### config.mk
export PLATFORM = sky130hd
export DESIGN_NAME = cct_exerciser
export DESIGN_NICKNAME = d
export VERILOG_FILES = /design/src/rtl/cct_exerciser_pkg.sv /design/src/rtl/cct_exerciser_q4_golden.sv /design/src/rtl/cct_exerciser.sv
export SDC_FILE = /design/constraint.sdc
export NUM_CORES = 1
export LEC_CHECK = 0
export ABC_AREA = 1
export CORE_AREA = 2 2 62 87
export DETAILED_ROUTE_END_ITERATION = 8
export DIE_AREA = 0 0 64 89
export PLACE_DENSITY = 0.86
export SYNTH_ARGS = -nofsm -noshare
export SYNTH_HDL_FRONTEND = slang
export SYNTH_SLANG_ARGS = --single-unit
export TNS_END_PERCENT = 30
### constraint.sdc
create_clock -name clk -period 3.7 [get_ports clk]
set_input_delay 0.74 -clock clk [delete_from_list [all_inputs] [get_ports clk]]
set_output_delay 0.74 -clock clk [all_outputs]
set_load 0.02 [all_outputs]
### src/rtl/cct_exerciser_pkg.sv
// Shared types and the Q4 golden model for the midterm circuit exerciser.
// The testbench can import the same golden function the checker uses.
package cct_exerciser_pkg;

    typedef enum logic [1:0] {
        IDLE   = 2'd0,
        DRIVE  = 2'd1,
        CHECK  = 2'd2,
        FINISH = 2'd3
    } state_e;

    // Selector is {v[0], v[1]}: bit 0 of the vector is the selector MSB.
    localparam logic [1:0] SEL_PASS_V2  = 2'b00;
    localparam logic [1:0] SEL_XOR_45   = 2'b10;
    localparam logic [1:0] SEL_NOR_45_3 = 2'b01;
    localparam logic [1:0] SEL_XNOR_67  = 2'b11;

    localparam logic [8:0] ERR_MAX = 9'd256;

    function automatic logic [7:0] cct_q4_expected(input logic [7:0] v);
        logic [1:0] sel;
        logic       f;
        sel = {v[0], v[1]};
        f   = 1'b0;
        case (sel)
            SEL_PASS_V2:  f = v[2];
            SEL_XOR_45:   f = v[4] ^ v[5];
            SEL_NOR_45_3: f = ~((v[4] ^ v[5]) | v[3]);
            SEL_XNOR_67:  f = ~(v[6] ^ v[7]);
            default:      f = 1'b0;
        endcase
        return {1'b0, f, 6'b000000};
    endfunction

endpackage

### src/rtl/cct_exerciser_q4_golden.sv
// Combinational golden model instance, kept as its own module so the
// expected response of the current vector is visible as a named net.
module cct_q4_golden
    import cct_exerciser_pkg::*;
(
    input  logic [7:0] v_i,
    output logic [7:0] exp_o
);

    assign exp_o = cct_q4_expected(v_i);

endmodule

### src/rtl/cct_exerciser.sv
// Sweeps a vector range into the student circuit, holds each vector for
// SETTLE cycles, compares the response with the golden model and logs errors.
module cct_exerciser
    import cct_exerciser_pkg::*;
#(
    parameter logic [7:0]  START_VEC = 8'h00,
    parameter logic [7:0]  LAST_VEC  = 8'hFF,
    parameter int unsigned SETTLE    = 2
) (
    input  logic       clk,
    input  logic       clear,
    input  logic       start,
    input  logic       abort,
    output logic [7:0] stim,
    input  logic [7:0] resp,
    output logic       busy,
    output logic       done,
    output logic       pass,
    output logic [8:0] err_count,
    output logic [7:0] first_fail_vec,
    output logic [7:0] first_fail_resp,
    output logic       fail_seen
);

    if (START_VEC > LAST_VEC) begin : g_bad_range
        $error("cct_exerciser: START_VEC must not exceed LAST_VEC");
    end
    if (SETTLE < 1 || SETTLE > 15) begin : g_bad_settle
        $error("cct_exerciser: SETTLE must be in 1..15");
    end

    localparam logic [3:0] SETTLE_RELOAD = 4'(SETTLE - 1);

    state_e     state_q;
    logic [7:0] stim_q;
    logic [3:0] cnt_q;
    logic [8:0] err_q;
    logic [7:0] ffv_q;
    logic [7:0] ffr_q;
    logic       fs_q;
    logic       busy_q;
    logic       done_q;
    logic       pass_q;

    logic [7:0] exp_w;
    logic       mismatch;
    logic [8:0] err_d;

    cct_q4_golden u_golden (
        .v_i   (stim_q),
        .exp_o (exp_w)
    );

    // Error count as it will stand after this CHECK cycle; pass is judged on it.
    assign mismatch = (resp != exp_w);
    assign err_d    = (mismatch && err_q != ERR_MAX) ? err_q + 9'd1 : err_q;

    always_ff @(posedge clk or negedge clear) begin
        if (!clear) begin
            state_q <= IDLE;
            stim_q  <= 8'h00;
            cnt_q   <= 4'd0;
            err_q   <= 9'd0;
            ffv_q   <= 8'h00;
            ffr_q   <= 8'h00;
            fs_q    <= 1'b0;
            busy_q  <= 1'b0;
            done_q  <= 1'b0;
            pass_q  <= 1'b0;
        end else begin
            done_q <= 1'b0;
            case (state_q)
                IDLE: begin
                    if (start && !abort) begin
                        stim_q  <= START_VEC;
                        cnt_q   <= SETTLE_RELOAD;
                        err_q   <= 9'd0;
                        fs_q    <= 1'b0;
                        pass_q  <= 1'b0;
                        busy_q  <= 1'b1;
                        state_q <= DRIVE;
                    end
                end
                DRIVE: begin
                    if (abort) begin
                        pass_q  <= 1'b0;
                        busy_q  <= 1'b0;
                        done_q  <= 1'b1;
                        state_q <= FINISH;
                    end else if (cnt_q == 4'd0) begin
                        state_q <= CHECK;
                    end else begin
                        cnt_q <= cnt_q - 4'd1;
                    end
                end
                CHECK: begin
                    if (abort) begin
                        pass_q  <= 1'b0;
                        busy_q  <= 1'b0;
                        done_q  <= 1'b1;
                        state_q <= FINISH;
                    end else begin
                        err_q <= err_d;
                        if (mismatch && !fs_q) begin
                            ffv_q <= stim_q;
                            ffr_q <= resp;
                            fs_q  <= 1'b1;
                        end
                        // Last-vector test comes first so stim never wraps.
                        if (stim_q == LAST_VEC) begin
                            pass_q  <= (err_d == 9'd0);
                            busy_q  <= 1'b0;
                            done_q  <= 1'b1;
                            state_q <= FINISH;
                        end else begin
                            stim_q  <= stim_q + 8'd1;
                            cnt_q   <= SETTLE_RELOAD;
                            state_q <= DRIVE;
                        end
                    end
                end
                FINISH: begin
                    state_q <= IDLE;
                end
                default: begin
                    state_q <= IDLE;
                end
            endcase
        end
    end

    assign stim            = stim_q;
    assign busy            = busy_q;
    assign done            = done_q;
    assign pass            = pass_q;
    assign err_count       = err_q;
    assign first_fail_vec  = ffv_q;
    assign first_fail_resp = ffr_q;
    assign fail_seen       = fs_q;

endmodule

Word-level counts from Yosys, hierarchy flattened
Cells that the tools add are included.

storage, ports and cells
  bits in registers = 43
  ROM bits = 0
  memories = 0
  bits in latches = 0
  bits in writable memories = 0
  logic and storage cells = 92

operators by class
  multipliers = 0
  mux-type cells = 37
  equality and inequality tests = 18
  $add $sub $neg = 3
  reduce and logical (&&, ||, !) cells = 18
  $lt $le $gt $ge = 0
  bitwise operators = 6
  divide/modulo/power cells = 0
  shift operators = 0

operators with widths
  kind                                            count
  two-way mux 9 bit                               3
  two-way mux 8 bit                               3
  two-way mux 4 bit                               5
  one-hot mux 9 bit (2 select lines)              1
  one-hot mux 8 bit (2 select lines)              1
  inequality test 2 bit (second input constant)   7
  two-way mux 1 bit                               12
  one-hot mux 4 bit (3 select lines)              1
  AND reduction 4 bit                             3
  two-way mux 2 bit                               5
  adder 9 x 1 -> 9 bit (second input constant)    1
  logical NOT 9 bit                               1
  inequality test 9 bit (second input constant)   1
  adder 8 x 1 -> 8 bit (second input constant)    1
  == test 2 bit (second input constant)           4
  == test 8 bit (second input constant)           1
  inequality test 8 x 7 -> 1 bit                  1
  one-hot mux 2 bit (4 select lines)              1
  inequality test 3 bit (second input constant)   2
  one-hot mux 1 bit (3 select lines)              2
  AND reduction 3 bit                             2
  AND reduction 6 bit                             1
  == test 2 x 1 -> 1 bit (second input constant)  2
  logical NOT 2 bit                               2
  12 further kinds                                19

Logic depth before layout (Yosys ltp)
Gate-level depths: netlist of run 1.

  word-level depth = 11
  mapped depth = 17
  depth with buffers taken out = 16

By module
From an unflattened synthesis of run 1, not the netlist that was laid out.

second synthesis, totals
  cells, all modules = 334
  area total of the unflattened synthesis = 2580.0 um2

by module, submodules not included
  module         instances  area each (um2)  cells each
  cct_exerciser  1          2438.6           306
  cct_q4_golden  1          141.4            28

Worst setup path after synthesis of run 1
OpenSTA, ideal clock, no wires.

  path type = register to register
  start = register stim_q[0] (netlist: stim[0])
  end = register pass_q (netlist: pass)
  slack = 1.864 ns
  arrival time = 1.719 ns
  library setup time = 0.117 ns
  buffers on the path = 1
  cell stages (with the launch flop) = 16
  cell sequence = dfrtp_1 inv_1 ha_1 inv_1 nand2_1 nor2_1 nand2_1 nand3_1 nand3_2 buf_6 nand3b_1 nand2_1 nand2_1 nor2_1 nand3_1 nand2_1

on the way
  cells in the longest elaborated chain, start to end = 9
  elaborated cells on any way between the ends = 15
  those cells by class = eq/ne (6); mux (5); reduce/logical (4)

ends and longest elaborated chain
  element                                RTL line                 source
  from (decl)                            cct_exerciser.sv:35      logic [7:0] stim_q;
  from (signal assigned)                 cct_exerciser.sv:116     stim_q <= stim_q + 8'd1;
  == test 2 bit (tied with other cells)  cct_exerciser_pkg.sv:25  case (sel)
  one-hot mux 1 bit (4 select lines)     cct_exerciser_pkg.sv:25
  inequality test 8 x 7 -> 1 bit         cct_exerciser.sv:55      assign mismatch = (resp != exp_w);
  logical AND 1 bit                      cct_exerciser.sv:56      assign err_d = (mismatch && err_q != ERR_MAX) ? err_q + 9'd1 : err_q;
  two-way mux 9 bit                      cct_exerciser.sv:56
  logical NOT 9 bit                      cct_exerciser.sv:111     pass_q <= (err_d == 9'd0);
  two-way mux 1 bit                      cct_exerciser.sv:110     if (stim_q == LAST_VEC) begin
  two-way mux 1 bit                      cct_exerciser.sv:97      if (abort) begin
  one-hot mux 1 bit (3 select lines)     cct_exerciser.sv:72      case (state_q)
  to (signal assigned)                   cct_exerciser.sv:111
  to (decl)                              cct_exerciser.sv:43      logic pass_q;

Several ways; a longest one is shown, not always the timed one. The select of a mux whose other input is x is not followed.
A chain may end at the register's enable or synchronous reset.

Worst setup path after layout of run 1
  start = input abort
  end = register stim_q[7] (netlist: stim[7])

on the way
  cells in the longest elaborated chain, start to end = 4
  elaborated cells on any way between the ends = 5
  those cells by class = eq/ne (2); reduce/logical (3)

ends and longest elaborated chain
  element                            RTL line             source
  from (decl)                        cct_exerciser.sv:13  input logic abort,
  logical NOT 1 bit                  cct_exerciser.sv:74  if (start && !abort) begin
  logical AND 1 bit                  cct_exerciser.sv:74
  inequality test 2 bit (no line)    n/a
  AND reduction 4 bit (no line) (*)  n/a

Every way passes the cells marked *; elsewhere a longest branch is shown, timed or not.

==> summary.txt, run 1 <==
GRT
  – First-pass GRT wire length: 9.32 mm
  – Largest net degree at the start of global routing: 44
  – Vias in the first global route: about 2200
  – Initial antenna violation count: 0
  – Gr ovfl total: 0
  – GRT Total Usage: between 20% and 30%

Pwr
  – Leak: roughly 1.4 nW
  – Power density over cell area: approximately 700 nW/um^2
  – Peak supply drop: around 0.28 mV

Timing
  – Final hold viol count: 0
  – Worst slew margin: between 30% and 40%
  – Post-Route Setup TNS: 0 ns
  – RSZ-0062 raised after global routing: false
  – Slew Viols, Final: 0
  – Hold slack: slightly below 0.5 ns
  – Setup ws final: around 1.3 ns
  – Max Freq: ~410 MHz
  – Final period util: about 65%
  – Setup Skew: 0.00482 ns
  – Final setup vio count: 0
  – Tmin final: 2.41 ns
  – Worst-margin pin slew: roughly 0.93 ns

Setup path
  – Worst path cell trace: clkdlybuf4s50_1, inv_2, nand2_1, nand2_2, inv_2, nor2_4, nand2_2, inv_2, nand3_2, nor3_2, nand3_1, nand2_1, a21oi_1
  – CP delay by family, top: simple AND/OR/NAND/NOR gates
  – Critical Path AT: 2.60 ns
  – Worst setup SP type: input pin
  – Crit. End Element: flop
  – Critical path required time: between 3 and 4 ns
  – Crit path largest cell delay: around 0.52 ns
  – CP most frequent cell: inv_2
  – Crit-path slowest cell: clkdlybuf4s50_1
  – CP bufs+invs: 4
  – CP Max Fanout: 12
  – Worst setup path class: in2reg

Clocking
  – Root Buffer: clkbuf_8
  – Clock Latency Late Sink: ~0.30 ns
  – CTS tree: built
  – Post-CTS Setup Bufs: 0
  – Clock slew at reported path FFs: about 0.08 ns
  – PostCTS Resize Cnt: 0
  – CTS sink count: 43
  – Total CTS buffers: 5
  – Hold Buf Count CTS: 0
  – H-tree lvl count: 2
  – CTS max path bufs: 2

Synth
  – Area contributors post-synth: dfrtp_1 (45%), nand2_1 (12%), ha_1 (7.3%)
  – Avg Inst Size Synth: a little under 8 sq um
  – Post-synthesis sequential area ratio: 45.1%
  – Yosys Warn Count: 0
  – Mapped Area: between 2000 and 2500 sq um
  – Synth top area share: a little under half
  – Seq cells post-synth: 43
  – Post-Synthesis Cells: 300
  – Netlist cell types: 30
  – Leading area contributor after synthesis: dfrtp_1
  – Synth Net Count: between 300 and 400

Placement
  – Port Buf Inserts: 48
  – DP Worst Slack: about 1 ns
  – Gpl congestion: between 0.8 and 0.9
  – DP HPWL: 4.00 mm
  – Area after DPL: approximately 2900 sq um
  – Placed insts: about 400

Final layout
  – # diodes: 0
  – Most common library cell in the layout ignoring fill and taps: nand2_1
  – Finished Layout Cells: ~420
  – Area of the multi-input gates: 1110 sq um
  – Fill count: between 300 and 400
  – Sequential Area: about 1100 sq um
  – Share of layout cells above drive strength 1: 7.39%
  – Post-route cell area: around 3000 sq um
  – Most frequent cells in the layout: nand2_1 (77), clkdlybuf4s50_1 (47), dfrtp_1 (43), inv_1 (41), o21ai_0 (31)
  – Syn-to-layout area delta: 27.1%
  – Final nets: around 380

Floorplan
  – Chip width: ~64 um
  – DIE HEIGHT: 89 um
  – Core ar.: just under 5000 sq um
  – Initial Utilization: approximately half
  – # rows: 30
  – Die area: ~5700 sq um
  – # IOs: between 40 and 50

Route
  – Vias: roughly 2200
  – Final wirelength: approximately 5.3 mm
  – Remaining DRCs: 0
  – Initial drt markers: between 100 and 150
  – DRT Pass-1 Iters: 4
  – Final ANT Viol Nets: 0
  – DR WL/cell: between 10 and 15 um
  – Number of vias per cell: ~5.3

Status
  – Status: complete, no violations

Worst hold path
  – HP Class: reg2reg

Run
  – Max-cap viol count: 0
sequential cells by signal (all words and copies together), names as in the netlist:
| register | flops |
|---|---|
| cnt_q | 4 |
| first_fail_vec | 8 |
| stim | 8 |
| fail_seen | 1 |
| done | 1 |
| err_count | 9 |
| busy | 1 |
| state_q | 2 |
| first_fail_resp | 8 |
| pass | 1 |
routing by layer:
metal  part of all wire, %  vias up  GRT usage, %  wire length, um
met1                    41     1043          22.4             2170
met5                     0        -             0                0
li1                      -     1072             -                -
met2                    52       77          38.6             2790
met3                   5.0       11          3.65              266
met4                   2.2        0          9.88              116
final cells by class:
type | instances | area share [%]
Sequential cell | 43 | 35.5
Multi-Input combinational cell | 207 | 36.7
Clock buffer | 5 | 2.27
Inverter | 45 | 5.57
Timing Repair Buffer | 49 | 15.9
Tap cell | 64 | 2.64
Clock inverter | 3 | 1.44
cell families (layout without fill, tap and decap cells):
logic type,count (synthesis),count (layout),share of synthesized area [%]
AND/OR/NAND/NOR,139,139,26.3
adder cells (fa/ha/maj),14,14,7.34
XOR/XNOR,5,5,1.84
AO/OA/AOI/OAI,49,49,11.1
flip-flops,43,43,45.1
buffers and inverters,50,102,8.29
cells in the mapped netlist:
master / n
nand2_1: 77
dfrtp_1: 43
inv_1: 41
o21ai_0: 31
nand3_1: 20
nor2_1: 19
ha_1: 14
o22ai_1: 8
a21oi_1: 6
inv_2: 4
nand4_1: 4
nor3_1: 4
xor2_1: 4
nand2_2: 3
nor3_2: 3
buf_2: 2
clkbuf_1: 2
nand3_2: 2
nor2_2: 2
a2bb2oi_1: 1
a41oi_1: 1
and2_4: 1
buf_6: 1
nand3b_1: 1
nor2_4: 1
nor3b_1: 1
nor4_1: 1
o211ai_1: 1
o21ai_1: 1
xnor2_1: 1
path summary, 6_finish.rpt:
path | start | endpoint | slack [ns] | depth (start not counted)
min | cnt_q[0] | cnt_q[0] | 0.49 | 2
min in group asynchronous | clear | stim[4] | 0.57 | 1
min reg2reg | cnt_q[0] | cnt_q[0] | 0.49 | 2
max reg2reg | stim[4] | pass | 1.48 | 13
max | abort | stim[7] | 1.29 | 13
max in group asynchronous | clear | state_q[1] | 2.55 | 1
report_power, final:
| group | switching [mW] | internal [mW] | total [mW] | leakage (nW) |
|---|---|---|---|---|
| Combinational | 0.618 | 0.420 | 1.04 | 0.781 |
| Sequential | 0.0968 | 0.610 | 0.706 | 0.572 |
| Clock | 0.171 | 0.201 | 0.372 | 0.0581 |
per-stage QoR:
stage,power [mW],utilization [%]
after floorplan,1.38,-
after global placement,1.71,60.3
after detailed placement,1.75,60.3
after CTS,2.13,62.6
after global routing,2.29,62.6
final,2.12,62.6
tightest hold or removal path, cell delays in order, from the launching register on:
cell and delay, ns:
dfrtp_1 0.35, nand2_1 0.05, nand2_1 0.05
Note: power is estimated with default switching activity, not from simulation.
==> run 2, diff against run 1 <==
Clock period 3.7 ns to 2.5 ns, I/O delays scaled along.
==> run 2 against run 1 <==
- setup slack lost 0.94 ns
- worst hold slack lost 0.15 ns
- routed wire length shrank 0.58%
- sequential cell count is the same
- cell count grew 0.48%
- via count shrank 1.5%
- power grew 45%
==> summary.txt, run 2 (synthesis gave the netlist of run 1 again) <==
Status
  – Status: complete, no violations

Timing
  – Worst-margin pin slew: 0.938 ns (+0.00933 ns)
  – Max Freq: 466 MHz
  – Tmin final: approximately 2.1 ns
  – Slew Viols, Final: 0 (unchanged)
  – RSZ-0062 raised after global routing: false
  – Worst slew margin: 37.4% (-0.62 points)
  – Final period util: 85.9%
  – Setup Skew: 0.00559 ns (+0.000774 ns)
  – Final setup vio count: 0 (unchanged)
  – Post-Route Setup TNS: 0 ns (unchanged)
  – Final hold viol count: 0 (unchanged)

GRT
  – Gr ovfl total: 0 (unchanged)
  – First-pass GRT wire length: 9.20 mm (-1.3%)
  – Largest net degree at the start of global routing: 44 (unchanged)
  – Initial antenna violation count: 0 (unchanged)
  – Vias in the first global route: 2151 (-1.1%)
  – GRT Total Usage: 20.4% (-0.21 points)

Route
  – Final wirelength: 5.31 mm (-0.58%)
  – DRT Pass-1 Iters: 4 (unchanged)
  – Number of vias per cell: 5.19 (-2.0%)
  – Final ANT Viol Nets: 0 (unchanged)
  – DR WL/cell: 12.7 um (-1.1%)
  – Vias: 2169 (-1.5%)
  – Remaining DRCs: 0 (unchanged)
  – Initial drt markers: 103 (+0.98%)

Run
  – Max-cap viol count: 0 (unchanged)

Placement
  – Gpl congestion: 0.843 (-3.1%)
  – Area after DPL: 2940 sq um (+0.51%)
  – Port Buf Inserts: 48 (unchanged)
  – DP HPWL: 4.00 mm (-0.11%)
  – Placed insts: 410 (+0.49%)

Final layout
  – Final core occ: 62.5% (-0.10 points)
  – Syn-to-layout area delta: 26.9%
  – Post-route cell area: 3030 sq um (-0.17%)
  – Fill count: 379 (+0.53%)
  – Area of the multi-input gates: 1110 sq um (unchanged)
  – Number of flip-flops in the largest register: 9 (unchanged)
  – Final nets: 379 (+0.53%)
  – Finished Layout Cells: 418 (+0.48%)
  – Most frequent cells in the layout: nand2_1 (77), clkdlybuf4s50_1 (47), dfrtp_1 (43), inv_1 (41), o21ai_0 (31)
  – # diodes: 0 (unchanged)
  – Most common library cell in the layout ignoring fill and taps: nand2_1
  – Share of layout cells above drive strength 1: 7.91% (+0.52 points)
  – Sequential Area: 1080 sq um (unchanged)

Floorplan
  – Die area: 5700 sq um (unchanged)
  – DIE HEIGHT: 89 um (unchanged)
  – Core ar.: 4840 sq um (unchanged)
  – # rows: 30 (unchanged)
  – Chip width: 64 um (unchanged)
  – Initial Utilization: 49.3% (unchanged)
  – # IOs: 49 (unchanged)

Clocking
  – CTS sink count: 43 (unchanged)
  – PostCTS Resize Cnt: 0 (unchanged)
  – CTS max path bufs: 2 (unchanged)
  – Root Buffer: clkbuf_8
  – Post-CTS Setup Bufs: 0 (unchanged)
  – H-tree lvl count: 2 (unchanged)
  – Clock slew at reported path FFs: 0.09 ns (about the same)
  – Total CTS buffers: 5 (unchanged)
  – CTS tree: built
  – Clock Latency Late Sink: 0.30 ns (about the same)
  – Hold Buf Count CTS: 0 (unchanged)

Setup path
  – Crit. End Element: flop
  – Critical path required time: 2.69 ns (-1.20 ns)
  – Worst setup SP type: flop
  – CP Max Fanout: 13 (+1)
  – Worst setup path class: reg2reg
  – Critical Path AT: 2.34 ns (-0.26 ns)

Pwr
  – Leak: 1.40 nW (-0.49%)
  – Power density over cell area: 1010 nW/um^2 (+45%)
  – Tot Pwr: 3.06 mW (+45%)
  – Peak supply drop: 0.624 mV (+120%)

Worst hold path
  – HP Class: in2async
==> run 2: changes by cell type in the layout (fill, tap and decap cells not counted) <==
| cell | previous run | this run |
|---|---|---|
| inv_6 | 0 | 1 |
| buf_4 | 1 | 3 |
| clkinv_2 | 1 | 0 |
| clkinvlp_4 | 0 | 2 |
| bufinv_16 | 1 | 0 |
| clkinv_4 | 1 | 0 |
==> run 2: worst max-delay path, cell delays in order (launching register included) <==
cell	delay [ns]
dfrtp_1	0.43
inv_1	0.14
ha_1	0.24
inv_1	0.06
nand2_1	0.05
nor2_1	0.07
nand2_1	0.09
nand2_1	0.07
nand2_1	0.05
nand3_2	0.19
nand2_2	0.16
o21ai_0	0.27
nor2_1	0.08
nand3_1	0.09
nand2_1	0.05
==> run 2: where the power goes <==
part | switching [mW] | internal [mW] | leakage (nW)
clock | 0.254 | 0.200 | 0.0408
combinational | 0.921 | 0.642 | 0.791
sequential | 0.144 | 0.902 | 0.572
total | 1.32 | 1.74 | 1.40
==> run 2: layer usage <==
layer	part of all wire (%)	track usage [%]
met5	0	0
met4	2.2	8.10
met1	41	22.9
met2	52	38.5
met3	4.3	3.15
==> run 2: stage by stage <==
step | hold slack (ns) | worst slack [ns]
2_1_floorplan | 0.204 | 0.664
3_3_place_gp | 0.454 | 0.326
3_5_place_dp | 0.469 | 0.270
4_1_cts | 0.374 | 0.375
5_1_grt | 0.425 | 0.0681
6_report | 0.339 | 0.353
==> run 2: area by class of cell <==
cell class | count | area share (%)
Tap cell | 64 | 2.64
Inverter | 45 | 5.58
Multi-Input combinational cell | 207 | 36.7
Sequential cell | 43 | 35.5
Clock inverter | 3 | 0.785
Clock buffer | 5 | 2.27
Timing Repair Buffer | 51 | 16.4
==> run 2: final timing paths <==
path | end | depth (start not counted) | slack, ns | start
setup / recovery | pass | 14 | 0.35 | stim[0]
hold / removal | cnt_q[1] | 1 | 0.34 | clear
setup reg to reg | pass | 14 | 0.35 | stim[0]
hold reg to reg | cnt_q[0] | 2 | 0.48 | cnt_q[0]
max in group asynchronous | first_fail_resp[4] | 1 | 1.58 | clear
min in group clk | cnt_q[0] | 2 | 0.48 | cnt_q[0]
==> run 3, diff against run 2 <==
Settings changed: CORE_AREA 2 2 62 87 to 2 2 61 86, DIE_AREA 0 0 64 89 to 0 0 63 88, PLACE_DENSITY 0.86 to 0.88.
Clock period 2.5 ns to 2.2 ns, I/O delays scaled along.
==> run 3 against run 2 <==
- first-iteration DRC count increased by 22%
- via count increased by 0.28%
- cell count increased by 0.96%
- die area decreased by 2.7%
- sequential share of layout area decreased by 1.1 points
==> summary.txt, run 3 (synthesis gave the netlist of run 1 again) <==
Status
  – Status: complete, no violations

GRT
  – Gr ovfl total: 0 (unchanged)
  – Vias in the first global route: 2155 (+0.19%)
  – First-pass GRT wire length: 9.44 mm (+2.6%)
  – GRT Total Usage: 21.4% (+0.97 points)
  – Largest net degree at the start of global routing: 44 (unchanged)
  – Initial antenna violation count: 0 (unchanged)

Final layout
  – Post-route cell area: 3120 sq um (+3.1%)
  – Syn-to-layout area delta: 30.9%
  – Final nets: 383 (+1.1%)
  – Final core occ: 65.5% (+3.0 points)
  – Most frequent cells in the layout: nand2_1 (77), clkdlybuf4s50_1 (47), dfrtp_1 (43), inv_1 (41), o21ai_0 (30)
  – Number of flip-flops in the largest register: 9 (unchanged)
  – Fill count: 398 (+5.0%)
  – # diodes: 0 (unchanged)
  – Most common library cell in the layout ignoring fill and taps: nand2_1
  – Share of layout cells above drive strength 1: 8.66% (+0.75 points)

Timing
  – Worst slew margin: 64.7% (+27 points)
  – Setup Skew: 0.00480 ns (-0.000799 ns)
  – RSZ-0062 raised after global routing: false
  – Worst-margin pin slew: 0.529 ns (-0.409 ns)
  – Slew Viols, Final: 0 (unchanged)
  – Post-Route Setup TNS: 0 ns (unchanged)
  – Tmin final: 1.96 ns (-0.189 ns)
  – Final period util: 89.0% (+3.1 points)
  – Final hold viol count: 0 (unchanged)
  – Final setup vio count: 0 (unchanged)
  – Max Freq: 511 MHz (+9.7%)

Clocking
  – CTS max path bufs: 2 (unchanged)
  – H-tree lvl count: 2 (unchanged)
  – Clock Latency Late Sink: 0.30 ns (about the same)
  – Clock slew at reported path FFs: 0.08 ns (about the same)
  – Post-CTS Setup Bufs: 0 (unchanged)
  – CTS sink count: 43 (unchanged)
  – Hold Buf Count CTS: 0 (unchanged)
  – Root Buffer: clkbuf_8
  – Total CTS buffers: 5 (unchanged)
  – CTS tree: built

Placement
  – DP HPWL: 4.02 mm (+0.46%)
  – Port Buf Inserts: 48 (unchanged)
  – Gpl congestion: 0.967 (+15%)
  – Area after DPL: 2980 sq um (+1.4%)

Pwr
  – Peak supply drop: 0.820 mV (+31%)
  – Power density over cell area: 1190 nW/um^2 (+18%)
  – Tot Pwr: 3.73 mW (+22%)
  – Leak: 1.46 nW (+3.7%)

Worst hold path
  – HP Class: in2async

Setup path
  – Crit-path slowest cell: dfrtp_1
  – CP delay by family, top: simple AND/OR/NAND/NOR gates
  – Crit. End Element: flop
  – Critical Path AT: 2.20 ns (-0.14 ns)
  – CP most frequent cell: nand2_1
  – Critical path required time: 2.44 ns (-0.25 ns)
  – Crit path largest cell delay: 0.42 ns (about the same)
  – CP bufs+invs: 1 (-1)
  – Worst setup path class: reg2reg
  – CP Max Fanout: 9 (-4)
  – Worst setup SP type: flop
  – Worst path cell trace: ha_1, nor2_2, nand2_1, nand2_1, nand2_1, nand2_1, nand3_4, buf_4, nand2_1, nand2_1, nand2_1, nand2_1, nor2_1, nand3_1, nand2_1

Route
  – DR WL/cell: 12.9 um (+1.6%)
  – Remaining DRCs: 0 (unchanged)
  – Final ANT Viol Nets: 0 (unchanged)
  – Final wirelength: 5.45 mm (+2.6%)
  – Number of vias per cell: 5.15 (-0.67%)
  – DRT Pass-1 Iters: 4 (unchanged)
  – Vias: 2175 (+0.28%)
  – Initial drt markers: 126 (+22%)

Floorplan
  – DIE HEIGHT: 88 um (-1.1%)
  – # rows: 30 (unchanged)
  – Die area: 5540 sq um (-2.7%)
  – Core ar.: 4770 sq um (-1.6%)
  – Chip width: 63 um (-1.6%)
  – # IOs: 49 (unchanged)
  – Initial Utilization: 50.1% (+0.78 points)

Run
  – Max-cap viol count: 0 (unchanged)
-- run 3: final cells by class --
type | count | area [sq um] | area share, %
multi-input cells | 207 | 1120 | 36.0
repair buffers | 55 | 541 | 17.3
well taps | 64 | 80.1 | 2.56
inverters | 45 | 169 | 5.41
clock inverters | 2 | 60.1 | 1.92
clock buffers | 6 | 72.6 | 2.32
flip-flops and latches | 43 | 1080 | 34.5
-- run 3: metrics by stage --
stage | hold slack [ns] | cells | worst slack [ns]
floorplan | 0.144 | 300 | 0.364
global placement | 0.453 | 414 | 0.0902
detailed placement | 0.463 | 414 | 0.0441
CTS | 0.217 | 422 | 0.183
global route | 0.265 | 422 | 0.00551
finish | 0.200 | 422 | 0.242
-- run 3: final timing paths --
path | start | to | slack [ns] | depth (start not counted)
setup / recovery | stim[5] | pass | 0.24 | 15
hold / removal | clear | stim[5] | 0.20 | 2
setup reg to reg | stim[5] | pass | 0.24 | 15
hold reg to reg | cnt_q[0] | cnt_q[0] | 0.48 | 2
max in group asynchronous | clear | pass | 1.64 | 2
min in group clk | cnt_q[0] | cnt_q[0] | 0.48 | 2
-- run 3: report_power, final --
group / switching, mW / leakage (nW) / total (mW) / internal, mW
sequential: 0.163 / 0.572 / 1.19 / 1.03
combinational: 1.06 / 0.818 / 1.81 / 0.758
clock: 0.275 / 0.0654 / 0.728 / 0.454
-- run 3: worst reg2reg max path: cells and delay by family, from the launching register on --
| family | cells | cell delay, ns |
|---|---|---|
| and+or+nand+nor | 13 | 0.98 |
| adders and majority gates | 1 | 0.33 |
| DFF | 1 | 0.42 |
| buffers and inverters | 1 | 0.18 |
-- run 3: repair_timing --
item,4_1_cts,5_1_grt
gates resized for setup,0,3
hold endpoints to repair,0,0
setup endpoints to repair,0,2
-- run 3: routing by layer --
| layer | global-route usage, % | wire [um] |
|---|---|---|
| met1 | 23.6 | 2250 |
| met2 | 40.0 | 2890 |
| met3 | 3.60 | 203 |
| met4 | 9.70 | 112 |
| met5 | 0 | 0 |
